==> config.mk <==
export PLATFORM = sky130hd
export DESIGN_NAME = fetch_ibus_flat
export DESIGN_NICKNAME = d
export VERILOG_FILES = /design/src/rtl/fetch_ibus_if.sv /design/src/rtl/fetch_ibus.sv /design/src/flat_wrapper.sv
export SDC_FILE = /design/constraint.sdc
export NUM_CORES = 1
export LEC_CHECK = 0
export CORE_MARGIN = 2
export CORE_UTILIZATION = 51
export CTS_BUF_LIST = sky130_fd_sc_hd__clkbuf_2 sky130_fd_sc_hd__clkbuf_4 sky130_fd_sc_hd__clkbuf_8
export DETAILED_ROUTE_END_ITERATION = 10
export GPL_TIMING_DRIVEN = 0
export PLACE_DENSITY_LB_ADDON = 0.25
export SLEW_MARGIN = 20
export SYNTH_ARGS = -nofsm -noshare
export SYNTH_HDL_FRONTEND = slang
export SYNTH_SLANG_ARGS = --single-unit
==> constraint.sdc <==
create_clock -name clk -period 4.6 [get_ports clk]
set_input_delay 0.92 -clock clk [delete_from_list [all_inputs] [get_ports clk]]
set_output_delay 0.92 -clock clk [all_outputs]
set_load 0.05 [all_outputs]
==> src/rtl/fetch_ibus_if.sv <==
`default_nettype none
// ============================================================================
// Module      : fetch_ibus_if
// Description : SRAM-like instruction-bus bundle between the fetch-stage bus
//               master (fetch_ibus) and the instruction memory slave.
// Signals     : inst_req     master->slave  request strobe
//               inst_addr    master->slave  word-aligned fetch address
//               inst_addr_ok slave->master  address accepted this cycle
//               inst_data_ok slave->master  read data valid this cycle
//               inst_rdata   slave->master  read data
// Revision    : 1.0  initial release
// ============================================================================
interface fetch_ibus_if;
    logic        inst_req;
    logic [31:0] inst_addr;
    logic        inst_addr_ok;
    logic        inst_data_ok;
    logic [31:0] inst_rdata;

    modport master (
        output inst_req,
        output inst_addr,
        input  inst_addr_ok,
        input  inst_data_ok,
        input  inst_rdata
    );

    modport slave (
        input  inst_req,
        input  inst_addr,
        output inst_addr_ok,
        output inst_data_ok,
        output inst_rdata
    );
endinterface
`default_nettype wire

==> src/rtl/fetch_ibus.sv <==
`default_nettype none
// ============================================================================
// Module      : fetch_ibus
// Description : Instruction-fetch bus master for the five-stage MIPS pipeline.
//               Issues one instruction-bus transaction per PC, returns the
//               word to the D register with the i_data_ok strobe, and copes
//               with decode stall, flush with a transaction in flight and
//               (optionally) PC address errors.
// Macro       : FETCH_ADEL_CHECK_EN - when defined, a misaligned PC raises
//               exc_adel with a nop instead of issuing a bus request.
// Parameters  : RESET_PC  value of pc_out while in reset
// Ports       : clk, resetn (sync, active low)
//               pc, stall, flush        pipeline control inputs
//               bus                     instruction bus (master modport)
//               i_data_ok, instr,       instruction handed to decode
//               pc_out, exc_adel
//               pcplus4                 pc + 4 (combinational)
// Revision    : 1.0  initial release
// ============================================================================
module fetch_ibus #(
    parameter logic [31:0] RESET_PC = 32'hbfc0_0000
) (
    input  wire logic        clk,
    input  wire logic        resetn,
    input  wire logic [31:0] pc,
    input  wire logic        stall,
    input  wire logic        flush,
    fetch_ibus_if.master     bus,
    output logic             i_data_ok,
    output logic [31:0]      instr,
    output logic [31:0]      pc_out,
    output logic [31:0]      pcplus4,
    output logic             exc_adel
);

    typedef enum logic [2:0] {
        S_IDLE = 3'd0,
        S_REQ  = 3'd1,
        S_WAIT = 3'd2,
        S_HOLD = 3'd3,
        S_DROP = 3'd4
    } state_t;

    state_t      r_state;
    logic        r_drop_pending;
    logic [31:0] r_held_addr;
    logic [31:0] r_hold_instr;
    logic [31:0] r_hold_pc;

    logic [31:0] w_aligned;
    logic        w_adel;

    assign w_aligned = {pc[31:2], 2'b00};
    assign pcplus4   = pc + 32'd4;

    // A request already on the bus for a killed PC must run to completion,
    // so the alignment check only applies while no such request is pending.
`ifdef FETCH_ADEL_CHECK_EN
    assign w_adel = (pc[1:0] != 2'b00) && !r_drop_pending;
`else
    assign w_adel = 1'b0;
`endif

    always_ff @(posedge clk) begin
        if (!resetn) begin
            r_state        <= S_IDLE;
            r_drop_pending <= 1'b0;
            r_held_addr    <= '0;
            r_hold_instr   <= '0;
            r_hold_pc      <= RESET_PC;
        end else begin
            case (r_state)
                S_IDLE: r_state <= S_REQ;

                S_REQ: begin
                    // Misaligned PC: no request, sit here until redirected.
                    if (!w_adel) begin
                        if (bus.inst_addr_ok) begin
                            r_state <= (flush || r_drop_pending) ? S_DROP : S_WAIT;
                        end else if (flush && !r_drop_pending) begin
                            // Bus forbids withdrawing the request; keep the
                            // old address on the bus while pc redirects.
                            r_drop_pending <= 1'b1;
                            r_held_addr    <= w_aligned;
                        end
                    end
                end

                S_WAIT: begin
                    if (flush) begin
                        r_state <= bus.inst_data_ok ? S_REQ : S_DROP;
                    end else if (bus.inst_data_ok) begin
                        if (stall) begin
                            r_hold_instr <= bus.inst_rdata;
                            r_hold_pc    <= pc;
                            r_state      <= S_HOLD;
                        end else begin
                            r_state <= S_REQ;
                        end
                    end
                end

                S_HOLD: begin
                    if (flush || !stall) begin
                        r_state <= S_REQ;
                    end
                end

                S_DROP: begin
                    if (bus.inst_data_ok) begin
                        r_drop_pending <= 1'b0;
                        r_state        <= S_REQ;
                    end
                end

                default: r_state <= S_IDLE;
            endcase
        end
    end

    // Outputs are decoded from state and live bus inputs so read data can be
    // bypassed to decode in the same cycle inst_data_ok arrives.
    always_comb begin
        bus.inst_req  = 1'b0;
        bus.inst_addr = '0;
        i_data_ok     = 1'b0;
        instr         = '0;
        pc_out        = RESET_PC;
        exc_adel      = 1'b0;
        if (resetn) begin
            case (r_state)
                S_REQ: begin
                    pc_out = pc;
                    if (w_adel) begin
                        i_data_ok = !flush;
                        exc_adel  = !flush;
                    end else begin
                        bus.inst_req  = 1'b1;
                        bus.inst_addr = r_drop_pending ? r_held_addr : w_aligned;
                    end
                end
                S_WAIT: begin
                    pc_out = pc;
                    if (bus.inst_data_ok && !flush) begin
                        i_data_ok = 1'b1;
                        instr     = bus.inst_rdata;
                    end
                end
                S_HOLD: begin
                    pc_out = r_hold_pc;
                    if (!flush) begin
                        i_data_ok = 1'b1;
                        instr     = r_hold_instr;
                    end
                end
                S_DROP: pc_out = pc;
                default: ;
            endcase
        end
    end

endmodule
`default_nettype wire

==> src/flat_wrapper.sv <==
// flat-port wrapper written by rule: the top's interface ports become plain ports
module fetch_ibus_flat 
#(
    parameter logic [31:0] RESET_PC = 32'hbfc0_0000
)
  (clk, resetn, pc, stall, flush, i_data_ok, instr, pc_out, pcplus4, exc_adel, bus_inst_req, bus_inst_addr, bus_inst_addr_ok, bus_inst_data_ok, bus_inst_rdata);
  fetch_ibus_if bus_i ();
  input  wire logic clk;
  input  wire logic resetn;
  input  wire logic [31:0] pc;
  input  wire logic stall;
  input  wire logic flush;
  output logic i_data_ok;
  output logic [31:0] instr;
  output logic [31:0] pc_out;
  output logic [31:0] pcplus4;
  output logic exc_adel;
  output wire logic [$bits(bus_i.inst_req)-1:0] bus_inst_req;
  output wire logic [$bits(bus_i.inst_addr)-1:0] bus_inst_addr;
  input wire logic [$bits(bus_i.inst_addr_ok)-1:0] bus_inst_addr_ok;
  input wire logic [$bits(bus_i.inst_data_ok)-1:0] bus_inst_data_ok;
  input wire logic [$bits(bus_i.inst_rdata)-1:0] bus_inst_rdata;
  assign bus_inst_req = bus_i.inst_req;
  assign bus_inst_addr = bus_i.inst_addr;
  assign bus_i.inst_addr_ok = bus_inst_addr_ok;
  assign bus_i.inst_data_ok = bus_inst_data_ok;
  assign bus_i.inst_rdata = bus_inst_rdata;
  fetch_ibus #(.RESET_PC(RESET_PC)) u_core (.clk(clk), .resetn(resetn), .pc(pc), .stall(stall), .flush(flush), .bus(bus_i), .i_data_ok(i_data_ok), .instr(instr), .pc_out(pc_out), .pcplus4(pcplus4), .exc_adel(exc_adel));
endmodule
==> results.cfg <==
[status]
status = finished clean

[timing]
relSlewSlack_pct = 49.6
period_needed_ns = 4.48
hold_viol = 0
skew_ns = 0.0167
rsz0062_at_grt = false
worstMarginPinSlew_ns = 0.756
max_freq_mhz = 223
setup_viol = 0
finalMaxSlewViolations = 0
fin_crit_sh_pct = 97.5

[clock_network]
cts_tree = built
clock_latency_ns = 0.38
clk_pin_slew_ns = 0.09
cts_sinks = 98
cts_root_buf = clkbuf_8
clock_path_buffers = 2
cts_buffers = 9
cts_hold_buffers = 0
htree_num_levels = 3

[routing]
drc = 0
vias_per_cell = 5.50
drt_pre_antenna_iters = 6
wl_per_cell_um = 15.2
drtIter0Drc = 468
drtAntennaViolNets = 0
wirelength_um = 17400
vias = 6288

[die]
io_pins = 201
dieHeight_um = 110
initial_core_util_pct = 52.5
core_um2 = 10900
rows = 38
fp.dieArea_um2 = 12100
die_x_um = 110

[flow_run]
cap_violations = 0

[grt]
antenna_found_initial = 0
track_usage_pct = 27.4
grt_pass1_wl_um = 26600
grt_max_degree = 17
grt_pass1_vias = 5453
grt_overflow = 0

[cells_and_area]
num-nets-final = 1069
finalInstanceArea_um2 = 7870
final_common_cell = nand2_1
drive_gt1_share_pct = 5.58
final_util_pct = 72.0
n_antenna_cell = 0
final_cell_mix = nand2_1, clkdlybuf4s50_1, dfxtp_1
nFillCells = 931
area_delta_synth_final_pct = 37.0

[logic_synthesis]
synth_seq_cells = 98
synth_cell_types = 50
synth-main-ff-cell = dfxtp_1
synth.area.top_cells = dfxtp_1, nand2_1, a21oi_1
yosysSeqAreaShare_pct = 34.2
syn_inst = 805
avgSynthCellArea_um2 = 7.14
yosys_warnings = 0
async_reset_ff_share_pct = 0
yosysTopAreaCell = dfxtp_1
synth_edf_count = 0
synth_area_um2 = 5740
netlist.area_leader.share_pct = 34.2

[worst_setup_path]
worst-r2r-cell-count = 5
path_class = primary input to output port
critPathCapture = pcplus4[27]
cp.required_ns = 3.68
start_kind = primary input
endpoint_kind = output port
crit_start = pc[17]
r2r-end = u_core.r_held_addr[31]$_SDFFE_PN0P_
r2r_setup_slack_ns = 2.66
arrival_ns = 3.56
reg2reg_from = u_core.r_state[1]$_SDFFE_PN0P_
crit_path_max_fanout = 9

[power_and_ir_drop]
finalPower_w = 0.00217
p_leak_nw = 2.87
vdd_drop_max_mv = 0.200
power_density_nw_per_um2 = 275

[place]
placed_area_um2 = 7720
hpwl_um = 12600
place.gp.congestion = 0.877
io_buffer_count = 179

[min_path]
worstHoldPathType = flip-flop to flip-flop
-- report_power, final --
group / total [W] / switching [W] / leakage [nW] / internal [W]
sequential: 0.000879 / 0.0000105 / 0.792 / 0.000868
combinational: 0.000744 / 0.000487 / 2.00 / 0.000257
clock: 0.000544 / 0.000324 / 0.0816 / 0.000220
total: 0.00217 / 0.000822 / 2.87 / 0.00134
-- critical path, stage by stage --
cell and delay (ns):
clkdlybuf4s50_1 0.64, nand4_4 0.18, or4_4 0.51, buf_6 0.16, nor3b_2 0.18, xor2_1 0.16
clkdlybuf4s50_1 0.82
-- synthesized netlist by cell type (2+ instances only) --
library cell,n
o22a_1,2
nor2b_1,3
clkbuf_8,2
clkbuf_1,57
a21oi_1,86
a2bb2oi_1,9
buf_1,6
xor2_1,13
nand3_1,19
o22ai_1,9
nor3_1,9
dfxtp_1,98
and4_1,3
nor2_1,97
nand4_1,3
and2_1,2
nand2b_1,3
nor3b_1,2
inv_1,14
buf_6,5
buf_4,5
mux2i_1,39
o211ai_1,3
o21ai_0,3
and3_1,4
xnor2_1,16
buf_2,13
nand2_1,204
a22oi_1,55
-- per-layer routing --
metal / track usage [%] / up-vias / part of all wire (%)
met5: 0 / - / 0
met4: 7.59 / 0 / 1.7
met3: 6.00 / 24 / 7.6
met2: 44.2 / 243 / 47
met1: 37.1 / 2938 / 43
li1: - / 3083 / -
-- metrics by stage --
step / TNS [ns] / instances / hold slack (ns) / setup slack, ns
final: 0 / 1143 / 0.459 / 0.117
after global routing: 0 / 1143 / 0.474 / 0.00735
after CTS: 0 / 1143 / 0.460 / 0.0217
after detailed placement: -6.89 / 1126 / 0.447 / -0.208
after global placement: -5.96 / 1126 / 0.441 / -0.190
after floorplan: 0 / 807 / 0.436 / 0.811
-- registers in the layout, summed over array words and instances (netlist names) --
register / cells
u_core.r_state: 3
u_core.r_drop_pending: 1
u_core.r_hold_instr: 32
u_core.r_held_addr: 30
u_core.r_hold_pc: 32
-- cells by family after synthesis --
kind of cell    share of synthesized area (%)
other cells                            0.0653
mux                                      6.80
buf+inv                                  8.28
xor+xnor                                 4.42
fa+ha+maj                               0.218
compound gates                           19.1
simple gates                             27.0
flops                                    34.2
-- worst min path at each step --
stage	cells after the start	endpoint	from
2_1_floorplan	2	u_core.r_held_addr[10]$_SDFFE_PN0P_	u_core.r_held_addr[10]$_SDFFE_PN0P_
5_1_grt	2	u_core.r_held_addr[12]$_SDFFE_PN0P_	u_core.r_held_addr[12]$_SDFFE_PN0P_
3_5_place_dp	2	u_core.r_hold_instr[10]$_SDFFE_PN0P_	u_core.r_hold_instr[10]$_SDFFE_PN0P_
6_report	2	u_core.r_hold_instr[0]$_SDFFE_PN0P_	u_core.r_hold_instr[0]$_SDFFE_PN0P_
3_3_place_gp	2	u_core.r_held_addr[10]$_SDFFE_PN0P_	u_core.r_held_addr[10]$_SDFFE_PN0P_
4_1_cts	2	u_core.r_hold_pc[1]$_SDFFE_PN0P_	u_core.r_hold_pc[1]$_SDFFE_PN0P_
-- layout make-up --
class                      instances  area (µm²)  area share [%]
multi-input combinational        607        3320            42.2
sequential                        98        1960            24.9
timing repair buffer             180        1750            22.3
buffer                            88         423            5.37
tap                              140         175            2.23
clock buffer                      11         145            1.84
inverter                          14        52.6           0.668
clock inverter                     5        38.8           0.493
-- what timing repair did --
action,in CTS,in global routing
resized for setup,38,13
hold endpoints to repair,0,0
pin swaps,1,0
setup buffers,1,0
endpoints found under the setup margin,47,38
Power figures use the tool's default switching activity.
